**config.mk**
```make
export PLATFORM = sky130hd
export DESIGN_NAME = pixel_decoder_flat
export DESIGN_NICKNAME = d
export VERILOG_FILES = /design/src/rtl/pixel_decoder_if.sv /design/src/rtl/pixel_decoder.sv /design/src/flat_wrapper.sv
export SDC_FILE = /design/constraint.sdc
export NUM_CORES = 1
export LEC_CHECK = 0
export CORE_MARGIN = 1.5
export CORE_UTILIZATION = 47
export DETAILED_ROUTE_END_ITERATION = 10
export HOLD_SLACK_MARGIN = 0.1
export PLACE_DENSITY = 0.76
export SYNTH_ARGS = -nofsm -noshare
export SYNTH_HDL_FRONTEND = slang
export SYNTH_SLANG_ARGS = --single-unit
```
**constraint.sdc**
```tcl
create_clock -name clk_rgb -period 2.6 [get_ports clk_rgb]
set_input_delay 0.39 -clock clk_rgb [delete_from_list [all_inputs] [get_ports clk_rgb]]
set_output_delay 0.39 -clock clk_rgb [all_outputs]
set_load 0.005 [all_outputs]
```
**src/rtl/pixel_decoder_if.sv**
```systemverilog
// Raster input (ce/hs/vs/de) and decoded coordinate/lock outputs of pixel_decoder.
// master = raster source side, slave = the decoder.
interface pixel_decoder_if #(
    parameter int HOR_ACTIVE_PIXELS = 640,
    parameter int VER_ACTIVE_PIXELS = 480
);
    localparam int X_WIDTH = $clog2(HOR_ACTIVE_PIXELS);
    localparam int Y_WIDTH = $clog2(VER_ACTIVE_PIXELS);

    logic               ce;
    logic               hs;
    logic               vs;
    logic               de;
    logic [X_WIDTH-1:0] x;
    logic [Y_WIDTH-1:0] y;
    logic               de_o;
    logic               frame_start;
    logic               locked;
    logic               error;
    logic [X_WIDTH:0]   measured_width;
    logic [Y_WIDTH:0]   measured_height;

    modport master (
        output ce, hs, vs, de,
        input  x, y, de_o, frame_start, locked, error, measured_width, measured_height
    );

    modport slave (
        input  ce, hs, vs, de,
        output x, y, de_o, frame_start, locked, error, measured_width, measured_height
    );
endinterface

```
**src/rtl/pixel_decoder.sv**
```systemverilog
// Recovers x/y pixel coordinates and geometry lock from a raw hs/vs/de raster.
// Optional run/line measurement outputs are built when PIXEL_DECODER_MEASURE_EN is defined.
module pixel_decoder #(
    parameter int HOR_ACTIVE_PIXELS = 640,
    parameter int VER_ACTIVE_PIXELS = 480,
    parameter bit HOR_SYNC_POLARITY = 1'b0,
    parameter bit VER_SYNC_POLARITY = 1'b0,
    parameter int LOCK_FRAMES       = 2
) (
    input logic            clk_rgb,
    input logic            rst_n,
    pixel_decoder_if.slave bus
);
    localparam int X_WIDTH   = $clog2(HOR_ACTIVE_PIXELS);
    localparam int Y_WIDTH   = $clog2(VER_ACTIVE_PIXELS);
    localparam int CNT_WIDTH = $clog2(LOCK_FRAMES + 1);

    localparam logic [X_WIDTH-1:0]   X_MAX       = X_WIDTH'(HOR_ACTIVE_PIXELS - 1);
    localparam logic [X_WIDTH:0]     RUN_MAX     = '1;
    localparam logic [X_WIDTH:0]     RUN_TARGET  = (X_WIDTH + 1)'(HOR_ACTIVE_PIXELS);
    localparam logic [Y_WIDTH-1:0]   Y_MAX       = '1;
    localparam logic [Y_WIDTH:0]     LINE_MAX    = (Y_WIDTH + 1)'(VER_ACTIVE_PIXELS + 1);
    localparam logic [Y_WIDTH:0]     LINE_TARGET = (Y_WIDTH + 1)'(VER_ACTIVE_PIXELS);
    localparam logic [CNT_WIDTH-1:0] GOOD_LAST   = CNT_WIDTH'(LOCK_FRAMES - 1);

    localparam logic [1:0] SEARCH = 2'd0;
    localparam logic [1:0] TRACK  = 2'd1;
    localparam logic [1:0] LOCKED = 2'd2;

    logic                 vs_a, hs_a, vs_q, de_q;
    logic                 vs_edge, de_fall;
    logic [X_WIDTH-1:0]   x;
    logic [Y_WIDTH-1:0]   y, y_line;
    logic                 de_o;
    logic [X_WIDTH:0]     run_len;
    logic [Y_WIDTH:0]     line_idx, line_idx_inc;
    logic                 line_err, line_err_nxt, frame_ok;
    logic [1:0]           state;
    logic [CNT_WIDTH-1:0] good_cnt;
    logic                 locked, frame_start, error;
    logic                 unused_hs;

    assign vs_a      = (bus.vs == VER_SYNC_POLARITY);
    assign hs_a      = (bus.hs == HOR_SYNC_POLARITY);
    assign unused_hs = hs_a;

    assign vs_edge = bus.ce & vs_a & ~vs_q;
    assign de_fall = bus.ce & ~bus.de & de_q;

    // A line that ends on the vs-edge cycle still belongs to the frame being checked.
    always_comb begin
        // NOTE: every always_comb output gets a default first so no latch is inferred.
        line_idx_inc = line_idx;
        if (de_fall && line_idx != LINE_MAX)
            line_idx_inc = line_idx + 1'b1;
    end

    assign line_err_nxt = line_err | (de_fall & (run_len != RUN_TARGET));
    assign frame_ok     = ~line_err_nxt & (line_idx_inc == LINE_TARGET);

    // Clamp into y's range once a malformed frame overruns the active line count.
    always_comb begin
        y_line = line_idx[Y_WIDTH-1:0];
        if (line_idx > {1'b0, Y_MAX})
            y_line = Y_MAX;
    end

    always_ff @(posedge clk_rgb or negedge rst_n) begin
        // NOTE: sequential state uses non-blocking assignments so every register sees pre-edge values.
        if (!rst_n) begin
            vs_q <= 1'b0;
            de_q <= 1'b0;
        end else if (bus.ce) begin
            vs_q <= vs_a;
            de_q <= bus.de;
        end
    end

    always_ff @(posedge clk_rgb or negedge rst_n) begin
        if (!rst_n) begin
            x       <= '0;
            y       <= '0;
            de_o    <= 1'b0;
            run_len <= '0;
        end else if (bus.ce) begin
            de_o <= bus.de & (state != SEARCH);
            if (bus.de) begin
                if (!de_q) begin
                    x       <= '0;
                    run_len <= (X_WIDTH + 1)'(1);
                end else begin
                    if (x != X_MAX)
                        x <= x + 1'b1;
                    if (run_len != RUN_MAX)
                        run_len <= run_len + 1'b1;
                end
                y <= vs_edge ? '0 : y_line;
            end
        end
    end

    always_ff @(posedge clk_rgb or negedge rst_n) begin
        if (!rst_n) begin
            line_idx <= '0;
            line_err <= 1'b0;
        end else if (vs_edge) begin
            line_idx <= '0;
            line_err <= 1'b0;
        end else begin
            line_idx <= line_idx_inc;
            line_err <= line_err_nxt;
        end
    end

    // Pulses clear on the next clock whether or not ce is high.
    always_ff @(posedge clk_rgb or negedge rst_n) begin
        if (!rst_n) begin
            state       <= SEARCH;
            good_cnt    <= '0;
            locked      <= 1'b0;
            frame_start <= 1'b0;
            error       <= 1'b0;
        end else begin
            frame_start <= vs_edge;
            error       <= 1'b0;
            if (vs_edge) begin
                case (state)
                    SEARCH: begin
                        state    <= TRACK;
                        good_cnt <= '0;
                    end
                    TRACK: begin
                        if (!frame_ok) begin
                            good_cnt <= '0;
                            error    <= 1'b1;
                        end else if (good_cnt == GOOD_LAST) begin
                            state  <= LOCKED;
                            locked <= 1'b1;
                        end else begin
                            good_cnt <= good_cnt + 1'b1;
                        end
                    end
                    LOCKED: begin
                        if (!frame_ok) begin
                            state    <= TRACK;
                            locked   <= 1'b0;
                            good_cnt <= '0;
                            error    <= 1'b1;
                        end
                    end
                    default: begin
                        state    <= SEARCH;
                        locked   <= 1'b0;
                        good_cnt <= '0;
                    end
                endcase
            end
        end
    end

`ifdef PIXEL_DECODER_MEASURE_EN
    logic [X_WIDTH:0] width_q;
    logic [Y_WIDTH:0] height_q;

    always_ff @(posedge clk_rgb or negedge rst_n) begin
        if (!rst_n) begin
            width_q  <= '0;
            height_q <= '0;
        end else begin
            if (de_fall)
                width_q <= run_len;
            if (vs_edge && state != SEARCH)
                height_q <= line_idx_inc;
        end
    end

    assign bus.measured_width  = width_q;
    assign bus.measured_height = height_q;
`else
    assign bus.measured_width  = '0;
    assign bus.measured_height = '0;
`endif

    assign bus.x           = x;
    assign bus.y           = y;
    assign bus.de_o        = de_o;
    assign bus.frame_start = frame_start;
    assign bus.locked      = locked;
    assign bus.error       = error;
endmodule

```
**src/flat_wrapper.sv**
```systemverilog
// flat-port wrapper written by rule: the top's interface ports become plain ports
module pixel_decoder_flat 
#(
    parameter int HOR_ACTIVE_PIXELS = 640,
    parameter int VER_ACTIVE_PIXELS = 480,
    parameter bit HOR_SYNC_POLARITY = 1'b0,
    parameter bit VER_SYNC_POLARITY = 1'b0,
    parameter int LOCK_FRAMES       = 2
)
  (clk_rgb, rst_n, bus_ce, bus_hs, bus_vs, bus_de, bus_x, bus_y, bus_de_o, bus_frame_start, bus_locked, bus_error, bus_measured_width, bus_measured_height);
  pixel_decoder_if #(.HOR_ACTIVE_PIXELS(HOR_ACTIVE_PIXELS), .VER_ACTIVE_PIXELS(VER_ACTIVE_PIXELS)) bus_i ();
  input logic clk_rgb;
  input logic rst_n;
  input wire logic [$bits(bus_i.ce)-1:0] bus_ce;
  input wire logic [$bits(bus_i.hs)-1:0] bus_hs;
  input wire logic [$bits(bus_i.vs)-1:0] bus_vs;
  input wire logic [$bits(bus_i.de)-1:0] bus_de;
  output wire logic [$bits(bus_i.x)-1:0] bus_x;
  output wire logic [$bits(bus_i.y)-1:0] bus_y;
  output wire logic [$bits(bus_i.de_o)-1:0] bus_de_o;
  output wire logic [$bits(bus_i.frame_start)-1:0] bus_frame_start;
  output wire logic [$bits(bus_i.locked)-1:0] bus_locked;
  output wire logic [$bits(bus_i.error)-1:0] bus_error;
  output wire logic [$bits(bus_i.measured_width)-1:0] bus_measured_width;
  output wire logic [$bits(bus_i.measured_height)-1:0] bus_measured_height;
  assign bus_i.ce = bus_ce;
  assign bus_i.hs = bus_hs;
  assign bus_i.vs = bus_vs;
  assign bus_i.de = bus_de;
  assign bus_x = bus_i.x;
  assign bus_y = bus_i.y;
  assign bus_de_o = bus_i.de_o;
  assign bus_frame_start = bus_i.frame_start;
  assign bus_locked = bus_i.locked;
  assign bus_error = bus_i.error;
  assign bus_measured_width = bus_i.measured_width;
  assign bus_measured_height = bus_i.measured_height;
  pixel_decoder #(.HOR_ACTIVE_PIXELS(HOR_ACTIVE_PIXELS), .VER_ACTIVE_PIXELS(VER_ACTIVE_PIXELS), .HOR_SYNC_POLARITY(HOR_SYNC_POLARITY), .VER_SYNC_POLARITY(VER_SYNC_POLARITY), .LOCK_FRAMES(LOCK_FRAMES)) u_core (.clk_rgb(clk_rgb), .rst_n(rst_n), .bus(bus_i));
endmodule
```
Word level (Yosys, flattened, before mapping)
Index checks and enable logic that the tools add are counted.
{"block": "classes", "add_sub_neg": 4, "muxes": 24, "n_bitwise": 13, "n_lt_le_gt_ge": 1, "reduce_logical": 10, "eq_ne": 14}
{"op": "10-bit two-way mux", "n": 4}
{"op": "11-bit two-way mux", "n": 2}
{"op": "10-bit by 1-bit adder with 10-bit output (second input constant)", "n": 2}
{"op": "9-bit two-way mux", "n": 2}
{"op": "2-bit two-way mux", "n": 6}
{"op": "11-bit by 1-bit adder with 11-bit output (second input constant)", "n": 1}
{"op": "11-bit by 10-bit inequality test with 1-bit output (second input constant)", "n": 1}
{"op": "11-bit inequality test (second input constant)", "n": 1}
{"op": "10-bit by 9-bit equality test with 1-bit output (second input constant)", "n": 1}
{"op": "10-bit by 9-bit > comparator with 1-bit output (second input constant)", "n": 1}
{"op": "10-bit inequality test (second input constant)", "n": 1}
{"op": "10-bit by 9-bit inequality test with 1-bit output (second input constant)", "n": 1}
{"op": "3-bit AND reduction", "n": 3}
{"op": "1-bit AND", "n": 7}
{"op": "1-bit two-way mux", "n": 7}
{"op": "2-bit inequality test (second input constant)", "n": 3}
{"op": "2-bit one-hot mux with 3 select lines", "n": 1}
{"op": "1-bit inverter", "n": 5}
{"op": "5-bit AND reduction", "n": 1}
{"op": "2-bit by 1-bit equality test with 1-bit output (second input constant)", "n": 2}
{"op": "2-bit by 1-bit inequality test with 1-bit output (second input constant)", "n": 2}
{"op": "2-bit one-hot mux with 2 select lines", "n": 1}
{"op": "4-bit AND reduction", "n": 1}
{"op": "3-bit inequality test (second input constant)", "n": 1}
{"op": "9 further kinds", "n": 9}
{"block": "word_totals", "output_inout_bits": 44, "reg_bits": 51, "elab_cells": 79}

Longest topological paths before layout
Gate-level depths: netlist of the first run.
{"block": "depth", "ltp_word": 10, "ltp_mapped": 9, "depth_no_buf": 9}

Worst setup path before layout of the first run
Ideal clock, no wire load.
{"block": "synth_path", "path_type": "register to register", "start": "register u_core.line_idx[1]", "end": "register u_core.locked (netlist: u_core.bus.locked)", "path_stages_with_launch": 10, "setup_slack_ps": -266, "setup_ps": 118, "path_buffers": 0, "t_arrival_ps": 2748, "period_less_slack_ps": 2866, "cell_sequence": "dfrtp_1 > inv_1 > ha_1 > or4b_4 > or4_1 > o221a_1 > or3_4 > or3_1 > a221o_1 > a21o_1"}
{"block": "synth_between", "elab_chain_len": 7, "word_cells_on_any_way": 9, "cone_classes": "add/sub: 1; eq/ne: 4; mux: 1; bitwise: 1; reduce/logical: 2"}
{"item": "start: declaration", "line": "pixel_decoder.sv:36", "source": "logic [Y_WIDTH:0] line_idx, line_idx_inc;"}
{"item": "start signal: assignment", "line": "pixel_decoder.sv:110", "source": "line_idx <= line_idx_inc;"}
{"item": "branches (longest 2 deep; another with 10-bit by 1-bit adder with 10-bit output)"}
{"item": "10-bit two-way mux (*)", "line": "pixel_decoder.sv:54", "source": "if (de_fall && line_idx != LINE_MAX)"}
{"item": "10-bit by 9-bit equality test with 1-bit output (*)", "line": "pixel_decoder.sv:59", "source": "assign frame_ok = ~line_err_nxt & (line_idx_inc == LINE_TARGET);"}
{"item": "1-bit AND (*)", "line": "pixel_decoder.sv:59"}
{"item": "2-bit inequality test (no line) / 2-bit by 1-bit inequality test with 1-bit output (equally long branches)"}
{"item": "5-bit AND reduction (no line) (*)"}
{"item": "end signal: assignment", "line": "pixel_decoder.sv:120", "source": "locked <= 1'b0;"}
{"item": "end signal: assignment", "line": "pixel_decoder.sv:138", "source": "locked <= 1'b1;"}
{"item": "end signal: assignment", "line": "pixel_decoder.sv:146", "source": "locked <= 1'b0;"}
{"item": "end: declaration", "line": "pixel_decoder.sv:40", "source": "logic locked, frame_start, error;"}
Mark *: on every way between the ends.
A chain may end at the register's enable or synchronous reset.

Final worst setup path of the first run
Same ends and word-level chain as after synthesis.

==> results of run 1 <==
==> worst max-delay path by stage <==
| stage | from | endpoint | slack [ns] | depth (start not counted) |
|---|---|---|---|---|
| after floorplan | u_core.line_idx[1]$_DFF_PN0_ | u_core.bus.locked$_DFFE_PN0P_ | -0.26 | 9 |
| after global placement | bus_ce | u_core.state[1]$_DFFE_PN0P_ | -0.31 | 8 |
| after detailed placement | bus_ce | u_core.bus.locked$_DFFE_PN0P_ | -0.39 | 8 |
| after CTS | u_core.line_idx[1]$_DFF_PN0_ | u_core.bus.locked$_DFFE_PN0P_ | -0.24 | 9 |
| after global routing | u_core.line_idx[1]$_DFF_PN0_ | u_core.state[1]$_DFFE_PN0P_ | -0.35 | 10 |
| final | u_core.line_idx[1]$_DFF_PN0_ | u_core.bus.locked$_DFFE_PN0P_ | -0.23 | 9 |
==> stage by stage <==
stage | setup TNS, ns | util [%] | cells
after CTS | -0.6857 | 60.38 | 424
after floorplan | -0.7388 | - | 316
after global routing | -1.084 | 60.81 | 425
final | -0.6586 | 60.81 | 425
after global placement | -0.9676 | 57.73 | 415
after detailed placement | -1.468 | 57.73 | 415
==> critical path, cell delays in order (launching register included) <==
cell,delay (ns)
dfrtp_1,0.38
inv_1,0.06
ha_1,0.12
or4b_4,0.46
or4_4,0.43
o221a_1,0.13
or3_4,0.32
or3_1,0.32
a221o_1,0.35
a21o_1,0.19
==> cell usage after synthesis, drive strengths merged, types with 3 or more instances <==
master | count | area share (%)
dfrtp | 51 | 47
nor2 | 33 | 4.5
o21ai | 32 | 5.8
nand2 | 30 | 4.1
buf | 22 | 5.9
inv | 14 | 1.9
nand3 | 13 | 2.4
a21oi | 9 | 1.6
ha | 9 | 4.1
xnor2 | 9 | 2.9
xor2 | 9 | 2.9
clkbuf | 8 | 1.1
or3 | 8 | 2.0
nor3 | 6 | 1.1
and3 | 4 | 0.91
nand2b | 4 | 0.91
nand4b | 4 | 1.3
nand4 | 3 | 0.69
nor4b | 3 | 0.96
==> sequential cells by signal (all words and copies together) (netlist names) <==
signal and cells:
u_core.vs_q 1, u_core.run_len 11, u_core.line_err 1, u_core.bus.x 10, u_core.state 2, u_core.bus.error 1, u_core.bus.y 9, u_core.bus.locked 1
u_core.bus.frame_start 1, u_core.good_cnt 2, u_core.de_q 1, u_core.bus.de_o 1, u_core.line_idx 10
==> cell families after synthesis <==
logic type / Yosys count
multiplexers: 4
AO/OA/AOI/OAI: 52
buffers and inverters: 44
AND/OR/NAND/NOR: 117
adder cells (fa/ha/maj): 9
XOR/XNOR: 18
flip-flops: 51
other: 1
==> power groups by stage <==
stage	sequential, mW	clock, mW	combinational, mW
4_1_cts	0.882	0.598	0.287
6_report	0.883	0.587	0.288
3_5_place_dp	0.897	0	0.280
5_1_grt	0.888	0.639	0.322
2_1_floorplan	0.901	0	0.153
3_3_place_gp	0.894	0	0.272
==> layout make-up <==
cell class | count | share of cell area [%]
clock buffers | 6 | 2.436
multi-input cells | 221 | 39.20
flip-flops and latches | 51 | 37.65
repair buffers | 59 | 15.36
inverters | 14 | 1.550
clock inverters | 2 | 1.144
well taps | 72 | 2.658
==> repair_timing <==
item | CTS | global route
hold endpoints to repair | 51 | 0
pin swaps | 0 | 1
setup endpoints to repair | 5 | 5
hold buffers | 1 | 0
buffers inserted | 0 | 1
gates resized for setup | 3 | 4
==> routing by layer <==
metal	up-vias	global-route usage, %
met1	1092	25.81
met2	59	32.91
li1	1080	-
met5	-	0
met3	9	3.448
met4	0	6.842
==> out/metrics.cfg, run 1 <==
[power_and_ir_drop]
combPwrFrac_pct = 16.4
power_frac_clock_pct = 33.4
p_per_area_nw_per_um2 = 518.6
total_leakage_power_nw = 1.526
switching_share_pct = 26.23
vdd_ir_drop_max_uv = 240.4
switchingPower_mw = 0.4611
intPower_mw = 1.297
p_seq_share_pct = 50.2
p_total_mw = 1.758

[worst_setup_path]
cp_max_fo = 3
crit_type = register to register
r2r_slack_ns = -0.23
r2r-start = u_core.line_idx[1]$_DFF_PN0_
reg2regPathDepth = 9
start_kind = register
arrival_ns = 3.04
end_kind = register
required_ns = 2.81
worstReg2RegEnd = u_core.bus.locked$_DFFE_PN0P_

[yosys]
synth_edf_count = 0
yosysSeqAreaShare_pct = 46.62
synth_area_um2 = 2738
synth-main-ff-cell = dfrtp_1
synth_warnings = 0
postSynthAreaPerCell_um2 = 9.249
synth-compound-area-share_pct = 11.20
synth_top_family_by_area = simple AND/OR/NAND/NOR gates
synth.distinct_cells = 41
async_flop_share_pct = 100.0
muxShareOfSynthArea_pct = 1.554
synth-seq-cells = 51
synthSimpleGateAreaFrac_pct = 21.71
synth_xor_area_share_pct = 5.759
synth_adder_area_share_pct = 4.113
synthCells = 296

[route]
ant_nets = 0
wirelength_mm = 5.590
drtIter0Drc = 78
vias = 2240
avgRoutedWirePerCell_um = 13.15
drc = 0
routed_via_density = 5.271
met2RoutedLength_mm = 2.643
wl_met3_um = 228
wl_met1_mm = 2.611
highest_layer = met4
dr.pass1.iters = 4

[worst_hold_path]
holdPathEnd = u_core.good_cnt[0]$_DFFE_PN0P_
hold_depth = 1
hp-class = register to register
worstHoldStart = u_core.good_cnt[0]$_DFFE_PN0P_

[die]
die_width_um = 79.32
core_um2 = 5574
ios = 50
die_h_um = 79.32
rows = 27
die-area_um2 = 6292
initial_utilization_pct = 49.11

[timing]
fmax_mhz = 352.9
timing.hold.ws_ns = 0.4968
setup_ws_ns = -0.2340
finalClockSkew_ns = 0.01380
setup_viol = 3
fin_crit_sh_pct = 109.0
slew_viol_final = 0
grt_setup_unrepaired = true
min_period_ns = 2.834
final-hold-violation-count = 0

[placed_design]
hpwl_mm = 4.140
dp_slack_ns = -0.3914
gp_congestion = 0.8462
post_dp_cell_area_um2 = 3218
io_buffers = 27

[global_route]
grt_max_degree = 52
grt-ovfl-total = 0
grt_pass1_vias = 2109
gr-usage-all-layers_pct = 19.73
antenna_found_initial = 0
grt_pass1_wl_mm = 9.701

[clock_network]
cts_tree = yes
root_buffer = clkbuf_8
cts_made_buffers = 5
clock-sinks = 51
clockBufferDepth = 2
clock_latency_ns = 0.31
cts-htree-levels = 2
clk_pin_slew_ns = 0.09

[run_status]
violations = negative setup slack
status = finished with violations

[cells_and_area]
fillers = 503
layout-drive-gt1-share_pct = 13.88
finalInstanceArea_um2 = 3390
layout_common_cells = dfrtp_1, nor2_1, nand2_1, o21ai_0, buf_4
layout.nets = 367
multi_input_area_um2 = 1329
layout-area-overhead-vs-synth_pct = 23.81
final_common_cell = dfrtp_1
register_area_um2 = 1276
antenna_cells_inserted = 0

[job]
cap_violations = 0

Note: power is estimated with default switching activity, not from simulation.
==> run 2, diff against run 1 <==
- CAP_MARGIN: unset -> 0
==> results of run 2 <==
No change in the layout: final DEF, timing and power equal those of run 1.
